===== src/rtl/inst_fetch_ctrl.sv =====
// Instruction fetch: 4-halfword queue fed by a one-outstanding imem FSM; requests issue combinationally from IDLE, decoder stalls via dec_ready.
// Define IFQ_BYPASS_EN to forward a response into an empty queue to the decoder in the same cycle (default: visible the cycle after).
module inst_fetch_ctrl #(
   parameter logic [31:0] RESET_PC  = 32'h0000_0000,
   parameter int          IFQ_DEPTH = 4
) (
   input  logic        clk,
   input  logic        rst_n,
   input  logic        flush,
   input  logic [31:0] flush_addr,
   output logic        imem_req,
   output logic [31:0] imem_addr,
   input  logic        imem_rvalid,
   input  logic [31:0] imem_rdata,
   output logic        ir_valid,
   output logic        ir_is32,
   output logic [15:0] ir_q0,
   output logic [15:0] ir_q1,
   output logic [31:0] pc,
   input  logic        dec_ready
);

   localparam int PW = $clog2(IFQ_DEPTH);
   localparam int CW = $clog2(IFQ_DEPTH + 1);
   localparam logic [CW-1:0] ONE      = CW'(1);
   localparam logic [CW-1:0] TWO      = CW'(2);
   localparam logic [CW-1:0] REQ_MAX  = CW'(IFQ_DEPTH - 2);

   typedef enum logic [1:0] {IDLE, WAIT, DROP} state_t;

   state_t        state;
   logic [15:0]   mem [IFQ_DEPTH];
   logic [PW-1:0] rd_ptr;
   logic [CW-1:0] count;
   logic [31:0]   fetch_addr;
   logic          skip_low;

   logic [1:0]    push_n;
   logic [15:0]   push_h0;
   logic [15:0]   push_h1;
   logic [CW-1:0] view_cnt;
   logic [15:0]   view_h0;
   logic [15:0]   view_h1;
   logic [PW-1:0] rd_ptr1;
   logic [PW-1:0] wr_ptr;
   logic [PW-1:0] wr_ptr1;
   logic          is32_enc;
   logic          consume;
   logic [1:0]    pop_n;

   assign rd_ptr1 = rd_ptr + 1'b1;
   assign wr_ptr  = rd_ptr + PW'(count);
   assign wr_ptr1 = wr_ptr + 1'b1;

   // A response after a flush to an odd halfword keeps only its upper half.
   always_comb begin
      push_n  = 2'd0;
      push_h0 = imem_rdata[15:0];
      push_h1 = imem_rdata[31:16];
      if ((state == WAIT) && imem_rvalid && !flush) begin
         if (skip_low) begin
            push_n  = 2'd1;
            push_h0 = imem_rdata[31:16];
         end else begin
            push_n  = 2'd2;
         end
      end
   end

   always_comb begin
      view_cnt = count;
      view_h0  = mem[rd_ptr];
      view_h1  = mem[rd_ptr1];
`ifdef IFQ_BYPASS_EN
      if ((count == '0) && (push_n != 2'd0)) begin
         view_cnt = CW'(push_n);
         view_h0  = push_h0;
         view_h1  = push_h1;
      end
`endif
   end

   assign is32_enc  = (view_h0[15:11] == 5'b11101) || (view_h0[15:11] == 5'b11110) ||
                      (view_h0[15:11] == 5'b11111);
   assign ir_is32   = (view_cnt >= ONE) && is32_enc;
   assign ir_valid  = ir_is32 ? (view_cnt >= TWO) : (view_cnt >= ONE);
   assign ir_q0     = (view_cnt >= ONE) ? view_h0 : 16'h0000;
   assign ir_q1     = (view_cnt >= TWO) ? view_h1 : 16'h0000;
   assign consume   = ir_valid && dec_ready && !flush;
   assign pop_n     = consume ? (ir_is32 ? 2'd2 : 2'd1) : 2'd0;

   // Requests only when two free slots exist, so a full response always fits.
   assign imem_req  = rst_n && (state == IDLE) && (count <= REQ_MAX) && !flush;
   assign imem_addr = fetch_addr;

   always_ff @(posedge clk or negedge rst_n) begin
      if (!rst_n) begin
         state      <= IDLE;
         rd_ptr     <= '0;
         count      <= '0;
         pc         <= RESET_PC;
         fetch_addr <= {RESET_PC[31:2], 2'b00};
         skip_low   <= RESET_PC[1];
         for (int i = 0; i < IFQ_DEPTH; i++) begin
            mem[i] <= 16'h0000;
         end
      end else if (flush) begin
         rd_ptr     <= '0;
         count      <= '0;
         pc         <= flush_addr & 32'hFFFF_FFFE;
         fetch_addr <= flush_addr & 32'hFFFF_FFFC;
         skip_low   <= flush_addr[1];
         // A response landing with the flush settles the outstanding request; DROP must not wait for another.
         case (state)
            WAIT:    state <= imem_rvalid ? IDLE : DROP;
            DROP:    state <= imem_rvalid ? IDLE : DROP;
            default: state <= IDLE;
         endcase
      end else begin
         if (push_n != 2'd0) begin
            mem[wr_ptr] <= push_h0;
            if (push_n == 2'd2) begin
               mem[wr_ptr1] <= push_h1;
            end
            fetch_addr <= fetch_addr + 32'd4;
            skip_low   <= 1'b0;
         end
         rd_ptr <= rd_ptr + PW'(pop_n);
         count  <= count + CW'(push_n) - CW'(pop_n);
         pc     <= pc + {29'd0, pop_n, 1'b0};
         case (state)
            IDLE:    if (imem_req) state <= WAIT;
            WAIT:    if (imem_rvalid) state <= IDLE;
            DROP:    if (imem_rvalid) state <= IDLE;
            default: state <= IDLE;
         endcase
      end
   end

endmodule

===== config.mk =====
export PLATFORM = sky130hd
export DESIGN_NAME = inst_fetch_ctrl
export DESIGN_NICKNAME = d
export VERILOG_FILES = /design/src/rtl/inst_fetch_ctrl.sv
export SDC_FILE = /design/constraint.sdc
export NUM_CORES = 1
export LEC_CHECK = 0
export ABC_AREA = 1
export BUFFER_PORTS_ARGS = -buffer_cell sky130_fd_sc_hd__buf_4
export CAP_MARGIN = 20
export CORE_MARGIN = 1.5
export CORE_UTILIZATION = 36
export DETAILED_ROUTE_END_ITERATION = 7
export GPL_ROUTABILITY_DRIVEN = 1
export MAX_ROUTING_LAYER = met4
export PLACE_DENSITY = 0.52
export SLEW_MARGIN = 40
export SYNTH_ARGS = -nofsm -noshare
export SYNTH_HDL_FRONTEND = slang
export SYNTH_SLANG_ARGS = --single-unit

===== constraint.sdc =====
create_clock -name clk -period 3.5 [get_ports clk]
set_clock_uncertainty 0.05 [all_clocks]
set_input_delay 0.175 -clock clk [delete_from_list [all_inputs] [get_ports clk]]
set_output_delay 0.175 -clock clk [all_outputs]
set_load 0.005 [all_outputs]

==> results_dict.tcl <==
set metrics [dict create \
    fin_crit_ns 3.22 \
    rows 57 \
    grt_overflow 0 \
    slew_viol_final 0 \
    io_buffers 163 \
    path_clk_slew_ns 0.07 \
    wl_per_cell_um 19.6 \
    fin_nets 1485 \
    io_pins 168 \
    clockBufferDepth 2 \
    layout-drive-gt1-share_pct 19.3 \
    synthArstFlopShare_pct 100 \
    fin_crit_sh_pct 92.0 \
    rrSetupSlack_ns 0.28 \
    yosysUniqueCellTypes 56 \
    grt_max_degree 89 \
    crit_path_cell_trace "nor2_2 > inv_1 > or2_2 > nand2_1 > nor2_2 > a21oi_2 > nand3b_1 > inv_1 > ha_1 > fa_1 > nand2_1 > nor2_4 > nand3_2 > nor2_4 > nand2_2 > nor2_4 > nand2_4 > inv_1 > nand2_1 > nand2_1 > nand2_1 > nand2_1 > nand2_1" \
    synth.most_common_cell "nand2_1" \
    area_growth_pct 28.1 \
    max_cap_violations 0 \
    seq_area_frac_synth_pct 37.4 \
    synth_edf_count 0 \
    fp.dieW_um 160 \
    hold_class "in -> reg" \
    fill_cells 2469 \
    met2_usage_pct 42.3 \
    synth-main-ff-cell "dfrtp_1" \
    first_global_vias 9122 \
    met3_usage_pct 3.56 \
    wl_um 34100 \
    ys_seq_elements 133 \
    dp_hpwl_um 23600 \
    stdcell_area_um2 11400 \
    drt_iter0_drc 667 \
    grt_first_pass_wirelength_um 52900 \
    gp_congestion 0.906 \
    p_comb_share_pct 39.7 \
    cts_root_buf "clkbuf_16" \
    yosysWarnings 0 \
    dieHeight_um 160 \
    die_area_um2 25700 \
    synth_area_per_cell_um2 7.27 \
    core_area_um2 24300 \
    grt_use_total_pct 27.6 \
    netlist_instances 1225 \
    route.detailed.drc 0 \
    htreeDepth 4 \
    initial_utilization_pct 36.6 \
    vdd_drop_max_v 0.000302 \
    cts_buffers 17 \
    cts_sinks 133 \
    cpMostUsedCell "nand2_1" \
    fmax_mhz 311 \
    placed_cells 1686 \
    power.share.switching_pct 38.8 \
    post-route-util_pct 46.9 \
    vias 9527 \
    start_kind "flop" \
    p_leak_nw 5.52 \
    violations "hold timing" \
    worst_pin_slew_ns 0.825 \
    p_seq_share_pct 31.4 \
    switching_power_mw 2.76 \
    p_clk_share_pct 28.9 \
    gr-usage-met1_pct 37.8 \
    slowest_stage "dfrtp_1" \
    worst_setup_path_end_kind "flop" \
    hold_viol 1 \
    stdcell_count 1741 \
    dpl_cell_area_um2 10500 \
    intPower_mw 4.36 \
    synth_top_cell_area_share_pct 37.4 \
    insertedDiodeCount 0 \
    crit_type "reg -> reg" \
    hold_slack_ns -0.00101 \
    slew_headroom_pct 45.0 \
    ant_nets 0 \
    viasPerCell 5.47 \
    crit_path_max_incr_delay_ns 0.41 \
    required_ns 3.77 \
    synth_largest_area_cell "dfrtp_1" \
    cts_tree "done" \
    synth_top_cells_by_area "dfrtp_1, nand2_1, o21ai_0" \
    yosys-top-cells-count "nand2_1, inv_1, dfrtp_1" \
    antenna_found_initial 0 \
    synth_area_um2 8900 \
    worst-path-max-fanout 5 \
    firstDrtPassIters 5 \
    top_usage_layer "met2" \
    power_density_nw_per_um2 624 \
    status "complete, but fails checks" \
    cp.arrival_ns 3.49 \
    finalSetupViolCount 0 \
    worstSkewPairLatency_ns 0.42 \
]
## layer usage
layer | wire (µm) | share of wire (%)
met2 | 15900 | 47
met5 | 0 | 0
met1 | 15500 | 46
met4 | 844 | 2.5
met3 | 1770 | 5.2
## registers in the layout, summed over array words and instances (netlist names)
name and count:
count 3, imem_addr 30, mem 64, pc 31, rd_ptr 2, skip_low 1
state 2
## critical path: cells and delay by family, from the launching register on
kind | cells | cell delay [ns]
fa+ha+maj | 2 | 0.41
simple gates | 17 | 1.84
buf+inv | 3 | 0.26
flops | 1 | 0.41
compound gates | 1 | 0.13
## power groups by stage
stage	registers, mW	logic (mW)	clock network, mW
6_report	2.24	2.82	2.06
5_1_grt	2.29	3.10	2.14
4_1_cts	2.23	2.81	2.07
3_5_place_dp	2.25	2.78	0
3_3_place_gp	2.25	2.76	0
2_1_floorplan	2.17	1.61	0
## cell families after synthesis
kind of cell,Yosys count,share of synthesized area [%]
compound gates,345,22.9
xor+xnor,35,3.44
fa+ha+maj,12,1.94
buf+inv,219,10.6
flops,133,37.4
other cells,1,0.0421
simple gates,480,23.7
## area by class of cell
class | instances | area, µm² | share of cell area (%)
multi-input cells | 875 | 4680 | 41.0
clock inverters | 12 | 201 | 1.77
flip-flops and latches | 133 | 3330 | 29.2
clock buffers | 20 | 457 | 4.01
well taps | 324 | 405 | 3.56
inverters | 155 | 591 | 5.18
repair buffers | 222 | 1740 | 15.3
## metrics by stage
stage               power (mW)  setup TNS, ns  worst slack, ns
global placement          5.01              0            0.210
global route              7.53       -0.00977         -0.00977
detailed placement        5.04              0           0.0868
CTS                       7.11              0           0.0709
finish                    7.12              0            0.281
floorplan                 3.79              0            0.344
## cells in the final DEF (no fill, tap or decap), types with 35 or more instances in the layout
cell	n
nand2_1	279
buf_4	197
inv_1	149
dfrtp_1	133
o21ai_0	122
a21oi_1	89
nor2_1	73
nand3_1	43
nand4_1	37
o22ai_1	35
## worst paths after layout
kind | start | to | depth (start not counted)
max in group asynchronous | rst_n | mem[19]$_DFFE_PN0P_ | 3
min reg2reg | mem[29]$_DFFE_PN0P_ | mem[29]$_DFFE_PN0P_ | 1
min in group asynchronous | rst_n | pc[28]$_DFF_PN0_ | 2
max reg2reg | count[2]$_DFF_PN0_ | pc[29]$_DFF_PN0_ | 23
min | flush_addr[30] | pc[30]$_DFF_PN0_ | 3
max | count[2]$_DFF_PN0_ | pc[29]$_DFF_PN0_ | 23
## repair_timing
item                                    4_1_cts  5_1_grt
buffers inserted                              0        0
hold buffers                                 22        1
resized for setup                             0        8
endpoints found under the hold margin        76        1
endpoints found under the setup margin        0        7
(Power assumes the default switching activity.)
